[src/rtl/mcpu_pkg.sv]
`default_nettype none
// ============================================================================
// mcpu_pkg : shared encodings for the multicycle MIPS control sequencer
// Rev 1.0
// ============================================================================
package mcpu_pkg;

  typedef enum logic [2:0] {
    S_IDLE   = 3'd0,
    S_FETCH  = 3'd1,
    S_DECODE = 3'd2,
    S_EXEC   = 3'd3,
    S_MEM    = 3'd4,
    S_WB     = 3'd5
  } state_t;

  localparam logic [5:0] OP_R     = 6'b000000;
  localparam logic [5:0] OP_J     = 6'b000010;
  localparam logic [5:0] OP_JAL   = 6'b000011;
  localparam logic [5:0] OP_BEQ   = 6'b000100;
  localparam logic [5:0] OP_BNE   = 6'b000101;
  localparam logic [5:0] OP_LW    = 6'b100011;
  localparam logic [5:0] OP_SW    = 6'b101011;
  localparam logic [2:0] OP_I_GRP = 3'b001;
  localparam logic [5:0] FUNCT_JR = 6'b001000;

  localparam logic [1:0] ALUOP_ADDR = 2'b00;
  localparam logic [1:0] ALUOP_BR   = 2'b01;
  localparam logic [1:0] ALUOP_RI   = 2'b10;

  localparam logic [1:0] PCSRC_SEQ = 2'd0;
  localparam logic [1:0] PCSRC_BR  = 2'd1;
  localparam logic [1:0] PCSRC_JMP = 2'd2;
  localparam logic [1:0] PCSRC_JR  = 2'd3;

  localparam logic [1:0] REGDST_RT = 2'd0;
  localparam logic [1:0] REGDST_RD = 2'd1;
  localparam logic [1:0] REGDST_RA = 2'd2;

endpackage
`default_nettype wire

[src/rtl/multicycle_ctrl32_decode.sv]
`default_nettype none
// ============================================================================
// mc_decode32 : combinational instruction-class decode from opcode/funct
// Rev 1.0
// ============================================================================
module mc_decode32
  import mcpu_pkg::*;
(
  input  logic [5:0] i_op,
  input  logic [5:0] i_funct,
  output logic       o_is_r,
  output logic       o_is_i,
  output logic       o_is_lw,
  output logic       o_is_sw,
  output logic       o_is_beq,
  output logic       o_is_bne,
  output logic       o_is_j,
  output logic       o_is_jal,
  output logic       o_is_jr,
  output logic       o_is_shift,
  output logic       o_is_illegal
);

  always_comb begin
    o_is_r       = (i_op == OP_R);
    o_is_i       = (i_op[5:3] == OP_I_GRP);
    o_is_lw      = (i_op == OP_LW);
    o_is_sw      = (i_op == OP_SW);
    o_is_beq     = (i_op == OP_BEQ);
    o_is_bne     = (i_op == OP_BNE);
    o_is_j       = (i_op == OP_J);
    o_is_jal     = (i_op == OP_JAL);
    o_is_jr      = o_is_r && (i_funct == FUNCT_JR);
    o_is_shift   = o_is_r && (i_funct[5:3] == 3'b000);
    o_is_illegal = !(o_is_r || o_is_i || o_is_lw || o_is_sw || o_is_beq ||
                     o_is_bne || o_is_j || o_is_jal);
  end

endmodule
`default_nettype wire

[src/rtl/multicycle_ctrl32.sv]
`default_nettype none
// ============================================================================
// multicycle_ctrl32 : FETCH/DECODE/EXEC/MEM/WB sequencer and instret counter
// Rev 1.0
// ============================================================================
module multicycle_ctrl32
  import mcpu_pkg::*;
#(
  parameter int CNT_W   = 32,
  parameter int JAL_REG = 31
) (
  input  logic             clock,
  input  logic             reset,
  input  logic [5:0]       opcode,
  input  logic [5:0]       Function_opcode,
  input  logic             Zero,
  input  logic             mem_ready,
  output logic             mem_req,
  output logic             MemWrite,
  output logic             IR_write,
  output logic             PC_write,
  output logic [1:0]       PC_src,
  output logic [1:0]       ALUOp,
  output logic             ALUSrc,
  output logic             I_format,
  output logic             Sftmd,
  output logic             Jr,
  output logic             RegWrite,
  output logic [1:0]       RegDst,
  output logic             MemtoReg,
  output logic             illegal,
  output logic [CNT_W-1:0] instret
);

  // The jal destination is hard-wired on the datapath's RegDst=2 leg.
  if (JAL_REG != 31) begin : g_jal_reg_alt
  end

  state_t           r_state;
  state_t           w_next;
  logic [5:0]       r_op;
  logic [5:0]       r_funct;
  logic [CNT_W-1:0] r_instret;
  logic             w_retire;
  logic [5:0]       w_op;
  logic [5:0]       w_funct;

  logic w_is_r, w_is_i, w_is_lw, w_is_sw, w_is_beq, w_is_bne;
  logic w_is_j, w_is_jal, w_is_jr, w_is_shift, w_is_illegal;

  // DECODE sees the live IR; later phases use the copy latched on leaving DECODE.
  assign w_op    = (r_state == S_DECODE) ? opcode          : r_op;
  assign w_funct = (r_state == S_DECODE) ? Function_opcode : r_funct;

  mc_decode32 u_decode (
    .i_op         (w_op),
    .i_funct      (w_funct),
    .o_is_r       (w_is_r),
    .o_is_i       (w_is_i),
    .o_is_lw      (w_is_lw),
    .o_is_sw      (w_is_sw),
    .o_is_beq     (w_is_beq),
    .o_is_bne     (w_is_bne),
    .o_is_j       (w_is_j),
    .o_is_jal     (w_is_jal),
    .o_is_jr      (w_is_jr),
    .o_is_shift   (w_is_shift),
    .o_is_illegal (w_is_illegal)
  );

  always_ff @(posedge clock or negedge reset) begin
    if (!reset) r_state <= S_IDLE;
    else        r_state <= w_next;
  end

  always_ff @(posedge clock or negedge reset) begin
    if (!reset) begin
      r_op      <= '0;
      r_funct   <= '0;
      r_instret <= '0;
    end else begin
      if (r_state == S_DECODE) begin
        r_op    <= opcode;
        r_funct <= Function_opcode;
      end
      if (w_retire) r_instret <= r_instret + CNT_W'(1);
    end
  end

  assign instret = r_instret;

  always_comb begin
    w_next   = r_state;
    w_retire = 1'b0;
    mem_req  = 1'b0;
    MemWrite = 1'b0;
    IR_write = 1'b0;
    PC_write = 1'b0;
    PC_src   = PCSRC_SEQ;
    ALUOp    = ALUOP_ADDR;
    ALUSrc   = 1'b0;
    I_format = 1'b0;
    Sftmd    = 1'b0;
    Jr       = 1'b0;
    RegWrite = 1'b0;
    RegDst   = REGDST_RT;
    MemtoReg = 1'b0;
    illegal  = 1'b0;
    case (r_state)
      S_IDLE: w_next = S_FETCH;
      S_FETCH: begin
        mem_req = 1'b1;
        if (mem_ready) begin
          IR_write = 1'b1;
          PC_write = 1'b1;
          PC_src   = PCSRC_SEQ;
          w_next   = S_DECODE;
        end
      end
      S_DECODE: begin
        if (w_is_j || w_is_jal) begin
          PC_write = 1'b1;
          PC_src   = PCSRC_JMP;
          RegWrite = w_is_jal;
          RegDst   = w_is_jal ? REGDST_RA : REGDST_RT;
          w_retire = 1'b1;
          w_next   = S_FETCH;
        end else if (w_is_illegal) begin
          illegal  = 1'b1;
          w_retire = 1'b1;
          w_next   = S_FETCH;
        end else begin
          w_next = S_EXEC;
        end
      end
      S_EXEC: begin
        if (w_is_r) begin
          ALUOp = ALUOP_RI;
          Sftmd = w_is_shift;
          Jr    = w_is_jr;
          if (w_is_jr) begin
            PC_write = 1'b1;
            PC_src   = PCSRC_JR;
            w_retire = 1'b1;
            w_next   = S_FETCH;
          end else begin
            w_next = S_WB;
          end
        end else if (w_is_i) begin
          ALUOp    = ALUOP_RI;
          ALUSrc   = 1'b1;
          I_format = 1'b1;
          w_next   = S_WB;
        end else if (w_is_lw || w_is_sw) begin
          ALUOp  = ALUOP_ADDR;
          ALUSrc = 1'b1;
          w_next = S_MEM;
        end else begin
          ALUOp    = ALUOP_BR;
          PC_src   = PCSRC_BR;
          PC_write = w_is_beq ? Zero : !Zero;
          w_retire = 1'b1;
          w_next   = S_FETCH;
        end
      end
      S_MEM: begin
        mem_req  = 1'b1;
        MemWrite = w_is_sw;
        ALUOp    = ALUOP_ADDR;
        ALUSrc   = 1'b1;
        if (mem_ready) begin
          w_retire = w_is_sw;
          w_next   = w_is_sw ? S_FETCH : S_WB;
        end
      end
      S_WB: begin
        RegWrite = 1'b1;
        RegDst   = w_is_r ? REGDST_RD : REGDST_RT;
        MemtoReg = w_is_lw;
        w_retire = 1'b1;
        w_next   = S_FETCH;
      end
      default: w_next = S_IDLE;
    endcase
  end

endmodule
`default_nettype wire
[config.mk]
export PLATFORM = sky130hd
export DESIGN_NAME = multicycle_ctrl32
export DESIGN_NICKNAME = d
export VERILOG_FILES = /design/src/rtl/mcpu_pkg.sv /design/src/rtl/multicycle_ctrl32_decode.sv /design/src/rtl/multicycle_ctrl32.sv
export SDC_FILE = /design/constraint.sdc
export NUM_CORES = 1
export LEC_CHECK = 0
export CAP_MARGIN = 20
export CORE_UTILIZATION = 25
export DETAILED_ROUTE_END_ITERATION = 10
export PLACE_DENSITY_LB_ADDON = 0.2
export SLEW_MARGIN = 10
export SYNTH_ARGS = -nofsm -noshare
export SYNTH_HDL_FRONTEND = slang
export SYNTH_SLANG_ARGS = --single-unit
[constraint.sdc]
create_clock -name clock -period 4.3 [get_ports clock]
set_clock_uncertainty 0.2 [all_clocks]
set_input_delay 1.075 -clock clock [delete_from_list [all_inputs] [get_ports clock]]
set_output_delay 1.075 -clock clock [all_outputs]
set_load 0.02 [all_outputs]
==> results of run 1 <==
==> per-layer routing <==
metal / vias to the layer above / track usage (%)
li1: 1073 / -
met1: 1092 / 17.6
met2: 33 / 20.6
met3: 2 / 2.66
met4: 0 / 2.72
met5: - / 0
==> power by group through the flow <==
stage / clock [uW] / sequential [uW] / combinational, uW
floorplan: 0 / 648 / 541
global placement: 0 / 636 / 913
detailed placement: 0 / 638 / 912
CTS: 333 / 630 / 901
global route: 349 / 648 / 971
finish: 319 / 634 / 904
==> worst register-to-register path: cells and delay by family (launching register included) <==
kind                   cells  cell delay [ns]
flip-flops                 1             0.42
AO/OA/AOI/OAI              2             0.46
AND/OR/NAND/NOR            3             0.69
multiplexers               1             0.35
buffers and inverters      4             0.82
==> sequential cells by signal (all words and copies together) (netlist names) <==
name,cells
instret,32
r_funct,6
r_op,6
r_state,3
==> cell type report <==
cell class	instances	area share, %
Multi-Input combinational cell	180	37.9
Sequential cell	47	31.0
Tap cell	136	4.48
Inverter	5	0.495
Timing Repair Buffer	96	23.4
Clock buffer	6	1.91
Clock inverter	1	0.791
==> repair_timing <==
item	4_1_cts	5_1_grt
endpoints found under the hold margin	0	0
setup endpoints to repair	11	10
buffers inserted	0	0
cloned	0	0
pin swaps	1	1
gates resized for setup	13	11
==> synthesized netlist by cell type (all sizes together) (4+ instances only) <==
| library cell | count | area (um^2) |
|---|---|---|
| a21oi | 6 | 30.0 |
| mux2 | 13 | 146 |
| nand3 | 18 | 155 |
| nor3 | 6 | 30.0 |
| and3 | 10 | 62.6 |
| and4 | 5 | 43.8 |
| and2 | 6 | 37.5 |
| nand3b | 4 | 33.8 |
| nor2 | 12 | 45.0 |
| nand4 | 14 | 113 |
| nor3b | 4 | 41.3 |
| buf | 8 | 66.3 |
| inv | 5 | 18.8 |
| o21ai | 9 | 45.0 |
| dfrtp | 47 | 1180 |
| nand2 | 9 | 36.3 |
| xnor2 | 30 | 263 |
==> per-stage QoR <==
stage               hold WS, ns  util [%]
floorplan                 0.272         -
global placement          0.262      35.2
detailed placement        0.272      35.2
CTS                       0.284      36.2
global route              0.309      36.8
finish                    0.278      36.8
==> worst paths after layout <==
kind / start / to / slack [ns] / cells past startpoint
max: opcode[2] / illegal / 0.08 / 6
min: instret[31]$_DFFE_PN0P_ / instret[31]$_DFFE_PN0P_ / 0.28 / 1
max reg2reg: r_state[2]$_DFFE_PN0P_ / instret[1]$_DFFE_PN0P_ / 1.27 / 10
min reg2reg: instret[31]$_DFFE_PN0P_ / instret[31]$_DFFE_PN0P_ / 0.28 / 1
max in group asynchronous: reset / r_state[0]$_DFFE_PN0P_ / 2.91 / 2
min in group asynchronous: reset / instret[15]$_DFFE_PN0P_ / 0.48 / 1
==> cell families (layout without fill, tap and decap cells) <==
logic type               count (synthesis)  after routing  share of synthesized area (%)
AND/OR/NAND/NOR                        103            103                           26.7
flip-flops                              47             47                           44.1
XOR/XNOR                                32             32                           10.5
AO/OA/AOI/OAI                           30             30                           8.69
buffers and inverters                   16            108                           3.61
multiplexers                            14             14                           5.87
adder cells (fa/ha/maj)                  1              1                          0.469
==> reports/metrics.cfg, run 1 <==
[clocking]
clockBufferDepth=2
clock_latency_ns=0.29
cts_tree=yes
hold_buffers=0
cts.sinks=47
cts-root-buf=clkbuf_8
numCtsBuffers=5
htree_levels=2
path_clk_slew_ns=0.09

[final_layout]
nets=352
stdcell_area_mm2=0.00379
area_growth_pct=42.4
layoutNonFillerInstCount=471
drive_gt1_share_pct=26.0
layout_commonest_cell=clkdlybuf4s50_1
multiInputGateArea_mm2=0.00144
n_fill_cell=1032
layout.area.seq_mm2=0.00118
layout_common_cells=50 x clkdlybuf4s50_1, 47 x dfrtp_1, 30 x xnor2_1, 30 x buf_4
diodes=0

[power_and_ir_drop]
p_comb_share_pct=48.7
swShare_pct=39.6
pwr-share-clk_pct=17.2
totalPowerFinal_uw=1860
power.leakage_uw=0.00163
power.switching_uw=736
vdd_drop_max_uv=411
seqPwrFrac_pct=34.1
p_per_area_mw_per_mm2=489
internal_power_uw=1120

[placement]
placed_area_mm2=0.00364
dp_cells=463
place_worst_setup_slack_ns=-0.261
place_hpwl_um=4890
port_buffers=64
place_congestion=0.860

[routing]
drc=0
wl_per_cell_um=14.6
wl_met1_um=3320
wl_met3_um=222
postRouteWirelength_um=6860
drtIter0Drc=70
vias_per_cell=4.67
drtPass1Iterations=4
highest_layer=met4
postRouteAntennaNets=0
wl_met2_um=3290
vias=2200

[synthesis]
ys_seq_area_share_pct=44.1
ys_ff_latch=47
async_flop_share_pct=100
syn_inst=243
synth.distinct_cells=52
avgSynthCellArea_um2=11.0
synth_edf_count=0
synth_ff_type=dfrtp_1
ys_warn_count=0
synth_fp_nets=260
syn-cell-area_mm2=0.00267

[critical_path]
crit_buf_inv=4
max_stage_delay_ns=0.56
cp_top_family=buffers and inverters
path_class=input pin to output port
worstPathRequired_ns=3.02
end_kind=output port
critPathArrivalTime_ns=2.94
crit_fanout=3
cp_slowest_cell=clkdlybuf4s50_1
crit_path_start_kind=input pin
worstPathCellList=clkdlybuf4s50_1 > buf_4 > or2_2 > buf_4 > o211a_1 > clkdlybuf4s50_1

[sta]
worst_slack_ns=0.0803
rsz0062_at_grt=false
finalSetupViolCount=0
slew_violations=0
fmax_mhz=237
max_slew_margin_pct=47.8
finalHoldViolCount=0
fin_crit_sh_pct=98.1
tns_ns=0
worst_slew_pin_slew_ns=0.783
min_period_ns=4.22

[global_routing]
grt_first_pass_wirelength_um=11400
antenna_found_initial=0
grt_max_degree=48
grt_pass1_vias=2303
groute.usage.overall_pct=12.8
gr-total-overflow=0

[die]
dieArea_mm2=0.0111
ios=65
start_util_pct=25.8
chipWidth_um=105
core_area_mm2=0.0103
num_rows=37
die_h_um=105

[run]
maxCapViolations=0

[hold_path]
worstHoldPathType=flop to flop

[run_status]
status=complete, no violations

Note: power is estimated with default switching activity, not from simulation.
==> run 2: changes to the inputs <==
--- a/config.mk
+++ b/config.mk
@@ -8,6 +8,7 @@
 export CAP_MARGIN = 20
 export CORE_UTILIZATION = 25
 export DETAILED_ROUTE_END_ITERATION = 10
+export GPL_TIMING_DRIVEN = 0
 export PLACE_DENSITY_LB_ADDON = 0.2
 export SLEW_MARGIN = 10
 export SYNTH_ARGS = -nofsm -noshare
==> run 2 against run 1 <==
The flow now finishes with violations (setup timing); power decreased by 0.81%; via count decreased by 2.5%; routed wire length increased by 1.5%; combinational power decreased by 4.2%; fmax decreased by 2.0%; global-route usage increased by 0.10 points; non-clock buffer count decreased by 21; register-to-register slack improved by 0.10 ns; critical path depth increased by 1; utilization decreased by 1.1 points; setup slack got worse by 0.084 ns; critical path type unchanged; clock-buffer cell count unchanged.
==> reports/metrics.cfg, run 2 (synthesis gave the netlist of run 1 again) <==
[routing]
vias_per_cell=4.75  ; +1.8%
vias=2144  ; -2.5%
postRouteAntennaNets=0  ; unchanged
drtPass1Iterations=4  ; unchanged
drtIter0Drc=55  ; -21%
wl_per_cell_um=15.4  ; +6.0%
drc=0  ; unchanged
postRouteWirelength_um=6960  ; +1.5%

[critical_path]
crit_path_start_kind=input pin
crit_fanout=4  ; +1
end_kind=output port
critPathArrivalTime_ns=3.03  ; +0.09 ns
worstPathRequired_ns=3.02  ; about the same
cp_slowest_cell=clkdlybuf4s50_1
max_stage_delay_ns=0.49  ; -0.07 ns
path_class=input pin to output port
worstPathCellList=clkdlybuf4s50_1 > or2_2 > o221ai_4 > a211o_2 > inv_1 > a221o_1 > dlygate4sd2_1

[sta]
worst_slack_ns=-0.00388  ; -0.0841 ns
worst_slew_pin_slew_ns=0.557  ; -0.226 ns
slew_violations=0  ; unchanged
fin_crit_sh_pct=100  ; +2.0 points
finalHoldViolCount=0  ; unchanged
finalSetupViolCount=1  ; +1
rsz0062_at_grt=true
holdWs_ns=0.296  ; +0.0185 ns
max_slew_margin_pct=62.9  ; +15 points
min_period_ns=4.30  ; +0.0841 ns
fmax_mhz=232  ; -2.0%

[power_and_ir_drop]
p_comb_share_pct=47.0  ; -1.7 points
swShare_pct=40.4  ; +0.72 points
seqPwrFrac_pct=34.4  ; +0.3 points
internal_power_uw=1100  ; -2.0%
power.leakage_uw=0.00154  ; -5.8%
power.switching_uw=743  ; +1.0%
pwr-share-clk_pct=18.6  ; +1.4 points
p_per_area_mw_per_mm2=501  ; +2.3%
vdd_drop_max_uv=213  ; -48%

[die]
num_rows=37  ; unchanged
dieArea_mm2=0.0111  ; unchanged
chipWidth_um=105  ; unchanged
ios=65  ; unchanged
core_area_mm2=0.0103  ; unchanged
start_util_pct=25.8  ; unchanged
die_h_um=105  ; unchanged

[placement]
place_congestion=0.790  ; -8.1%
port_buffers=63  ; -1.6%
place_hpwl_um=5040  ; +3.0%
place_worst_setup_slack_ns=-0.527  ; -0.266 ns

[global_routing]
grt_first_pass_wirelength_um=11300  ; -1.4%
grt_pass1_vias=2114  ; -8.2%
groute.usage.overall_pct=12.9  ; +0.10 points
antenna_found_initial=0  ; unchanged
grt_max_degree=26  ; -46%
gr-total-overflow=0  ; unchanged

[clocking]
cts_setup_buffers=0  ; unchanged
cts-root-buf=clkbuf_8
hold_buffers=0  ; unchanged
clock_latency_ns=0.30  ; about the same
htree_levels=2  ; unchanged
path_clk_slew_ns=0.09  ; about the same
cts.sinks=47  ; unchanged
clockBufferDepth=2  ; unchanged
cts_tree=yes
numCtsBuffers=5  ; unchanged

[final_layout]
drive_gt1_share_pct=21.3  ; -4.7 points
final_core_utilization_pct=35.6  ; -1.1 points
diodes=0  ; unchanged
largest_reg_flops=32  ; unchanged
layout_common_cells=48 x clkdlybuf4s50_1, 47 x dfrtp_1, 30 x xnor2_1
n_fill_cell=1054  ; +2.1%
nets=331  ; -6.0%
layout_commonest_cell=clkdlybuf4s50_1
area_growth_pct=38.1

[hold_path]
worstHoldPathType=flop to flop

[run_status]
violations=setup timing
status=finished with violations

[run]
maxCapViolations=0  ; unchanged

-- run 2: final cells by class --
class | instances | area (um^2) | area share (%)
buffer | 11 | 78.8 | 2.14
clock inverter | 2 | 35.0 | 0.952
timing repair buffer | 64 | 639 | 17.4
inverter | 5 | 18.8 | 0.510
multi-input combinational | 180 | 1480 | 40.2
sequential | 47 | 1180 | 32.0
tap | 136 | 170 | 4.62
clock buffer | 6 | 82.6 | 2.24
-- run 2: metrics by stage --
stage | cell area, um^2 | power (uW) | instances | TNS, ns
after floorplan | 2670 | 1190 | 243 | 0
after global placement | 3470 | 1490 | 442 | -2.93
after detailed placement | 3480 | 1500 | 443 | -2.60
after CTS | 3620 | 1850 | 451 | -0.112
after global routing | 3680 | 1960 | 451 | -0.0868
final | 3680 | 1840 | 451 | -0.00388
-- run 2: what timing repair did --
action / in CTS / in global routing
resized for setup: 19 / 12
setup endpoints to repair: 11 / 6
endpoints found under the hold margin: 0 / 0
pin swaps: 0 / 1
-- run 2: power groups by stage --
stage | Combinational (uW) | Clock [uW] | Sequential, uW
after global placement | 853 | 0 | 639
after floorplan | 541 | 0 | 648
after detailed placement | 859 | 0 | 640
after global routing | 938 | 372 | 651
after CTS | 857 | 358 | 632
final | 866 | 343 | 633
-- run 2: final timing paths --
kind	from	endpoint	slack, ns	cells after the start
hold reg to reg	instret[31]$_DFFE_PN0P_	instret[31]$_DFFE_PN0P_	0.30	1
min in group asynchronous	reset	instret[16]$_DFFE_PN0P_	0.55	1
hold / removal	instret[31]$_DFFE_PN0P_	instret[31]$_DFFE_PN0P_	0.30	1
setup / recovery	opcode[2]	PC_write	-0.004	7
max in group asynchronous	reset	r_state[1]$_DFFE_PN0P_	2.82	2
setup reg to reg	r_state[0]$_DFFE_PN0P_	instret[7]$_DFFE_PN0P_	1.37	10
-- run 2: critical path: cells and delay by family --
family | cells | cell delay (ns)
and+or+nand+nor | 1 | 0.40
AOI/OAI and AO/OA | 3 | 0.69
buffers and inverters | 3 | 0.86
-- run 2: per-layer routing --
metal / vias to the layer above / part of all wire [%] / global-route usage (%)
met1: 1079 / 49 / 18.2
met5: - / 0 / 0
met2: 35 / 48 / 19.9
met4: 0 / 0.93 / 4.23
li1: 1024 / - / -
met3: 6 / 2.7 / 2.16
==> run 3: changes to the inputs <==
==> constraint.sdc (replaced) <==
create_clock -name clock -period 4.8 [get_ports clock]
set_clock_uncertainty 0.2 [all_clocks]
set_input_delay 1.2 -clock clock [delete_from_list [all_inputs] [get_ports clock]]
set_output_delay 1.2 -clock clock [all_outputs]
set_load 0.02 [all_outputs]
==> run 3 against run 2 <==
The flow now finishes without violations; combinational power shrank 11%; worst hold slack is the same; clock-buffer cell count is the same; first-iteration DRC count grew 15%; power shrank 11%; final cell count is the same; via count grew 0.84%; register-to-register slack gained 0.56 ns; global-route usage is essentially flat; cell area shrank 0.75%; largest cell class unchanged; largest power group unchanged.
==> reports/metrics.cfg, run 3 (synthesis gave the netlist of run 1 again) <==
[power_and_ir_drop]
pwr-share-clk_pct=18.7  ; about the same
totalPowerFinal_uw=1650  ; -11%
power.switching_uw=660  ; -11%
internal_power_uw=987  ; -10%
power.leakage_uw=0.00149  ; -3.3%
p_per_area_mw_per_mm2=451  ; -10%
p_comb_share_pct=46.9  ; about the same
seqPwrFrac_pct=34.4  ; about the same
vdd_drop_max_uv=191  ; -10%
swShare_pct=40.1  ; -0.30 points

[run_status]
status=complete, no violations

[global_routing]
antenna_found_initial=0  ; unchanged
grt_max_degree=26  ; unchanged
gr-total-overflow=0  ; unchanged
grt_first_pass_wirelength_um=11200  ; -0.36%
groute.usage.overall_pct=12.8  ; -0.040 points
grt_pass1_vias=2114  ; unchanged

[critical_path]
critPathArrivalTime_ns=3.26  ; +0.23 ns
worstPathCellList=clkdlybuf4s50_1 > nor4_4 > and2_4 > a32o_1 > a211o_2 > inv_1 > a221o_1 > dlygate4sd2_1
cp_slowest_cell=clkdlybuf4s50_1
rr_endpoint=instret[7]$_DFFE_PN0P_
setup.worst_path.start=opcode[3]
crit_path_start_kind=input pin
crit_fanout=5  ; +1
r2r.worst_path.cells=10  ; unchanged
worstPathRequired_ns=3.40  ; +0.38 ns
max_stage_delay_ns=0.50  ; about the same
rr_startpoint=r_state[0]$_DFFE_PN0P_
rrSetupSlack_ns=1.93  ; +0.56 ns
path_class=input pin to output port
end_kind=output port

[routing]
vias_per_cell=4.79  ; +0.84%
wl_per_cell_um=15.3  ; -0.75%
postRouteAntennaNets=0  ; unchanged
vias=2162  ; +0.84%
drtPass1Iterations=4  ; unchanged
drc=0  ; unchanged
drtIter0Drc=63  ; +15%
postRouteWirelength_um=6910  ; -0.75%

[hold_path]
min_to=instret[31]$_DFFE_PN0P_
worstHoldPathType=flop to flop
min_path_cells=1  ; unchanged
holdCritStartpoint=instret[31]$_DFFE_PN0P_

[final_layout]
layoutNonFillerInstCount=451  ; unchanged
layout_common_cells=57 x clkdlybuf4s50_1, 47 x dfrtp_1, 30 x xnor2_1
layout_commonest_cell=clkdlybuf4s50_1
area_growth_pct=37.0
diodes=0  ; unchanged
largest_reg_flops=32  ; unchanged
drive_gt1_share_pct=21.0  ; -0.32 points
nets=331  ; unchanged
final_core_utilization_pct=35.4  ; -0.27 points

[placement]
place_worst_setup_slack_ns=-0.277  ; +0.250 ns
place_hpwl_um=5040  ; unchanged
port_buffers=63  ; unchanged
place_congestion=0.790  ; unchanged
dp_cells=443  ; unchanged

[sta]
fin_crit_sh_pct=97.0
tns_ns=0  ; +0.00388 ns
finalHoldViolCount=0  ; unchanged
worst_slew_pin_slew_ns=0.566  ; +0.00836 ns
max_slew_margin_pct=62.3  ; -0.56 points
worst_slack_ns=0.144  ; +0.148 ns
rsz0062_at_grt=false
fmax_mhz=215
slew_violations=0  ; unchanged
min_period_ns=4.66
finalSetupViolCount=0  ; -1

[clocking]
clockBufferDepth=2  ; unchanged
cts_tree=yes
cts-root-buf=clkbuf_8
cts.sinks=47  ; unchanged
path_clk_slew_ns=0.09  ; about the same
numCtsBuffers=5  ; unchanged
clock_latency_ns=0.30  ; about the same
htree_levels=2  ; unchanged

[die]
num_rows=37  ; unchanged
start_util_pct=25.8  ; unchanged
ios=65  ; unchanged
core_area_mm2=0.0103  ; unchanged
die_h_um=105  ; unchanged
chipWidth_um=105  ; unchanged
dieArea_mm2=0.0111  ; unchanged

[run]
maxCapViolations=0  ; unchanged

-- run 3: changes by cell type in the layout (fill, tap and decap cells not counted), sizes merged --
cell	delta
clkdlybuf4s50	+9
dlygate4sd2	-8
dlymetal6s2s	-1
-- run 3: repair_timing --
item,CTS,global route
hold buffers,0,0
gates resized for setup,10,6
buffers inserted,0,0
pin swaps,0,1
endpoints found under the setup margin,5,2
hold endpoints to repair,0,0
-- run 3: layout make-up --
cell class	instances	area [um^2]
repair buffers	64	647
inverters	5	18.8
flip-flops and latches	47	1180
well taps	136	170
fillers	1058	6670
plain buffers	11	77.6
clock inverters	2	35.0
clock buffers	6	82.6
multi-input cells	180	1450
-- run 3: how the worst max path moves through the flow --
stage / depth (start not counted) / end / slack [ns]
floorplan: 4 / Sftmd / 0.80
global placement: 7 / PC_write / -0.30
detailed placement: 7 / PC_write / -0.28
CTS: 7 / PC_src[0] / 0.03
global route: 8 / PC_write / 0.03
finish: 8 / PC_write / 0.14
-- run 3: power by group through the flow --
stage / Clock (uW) / Combinational, uW / Sequential, uW
final: 308 / 772 / 567
after global routing: 333 / 839 / 582
after CTS: 321 / 776 / 566
after detailed placement: 0 / 770 / 574
after global placement: 0 / 764 / 572
after floorplan: 0 / 485 / 581
-- run 3: through the flow --
stage	cell area, um^2	hold WS [ns]
2_1_floorplan	2670	0.272
3_3_place_gp	3470	0.279
3_5_place_dp	3480	0.285
4_1_cts	3630	0.299
5_1_grt	3650	0.319
6_report	3650	0.296
-- run 3: metal layers --
metal  vias to the layer above  part of all wire, %  track usage [%]
met3                         6                  2.9             2.16
li1                       1028                    -                -
met4                         0                 0.94             4.23
met2                        42                   47             19.8
met1                      1086                   49             18.1
met5                         -                    0                0
-- run 3: worst max-delay path: cells and delay by family --
kind,cells,cell delay (ns)
simple gates,2,0.53
compound gates,3,0.65
buf+inv,3,0.88
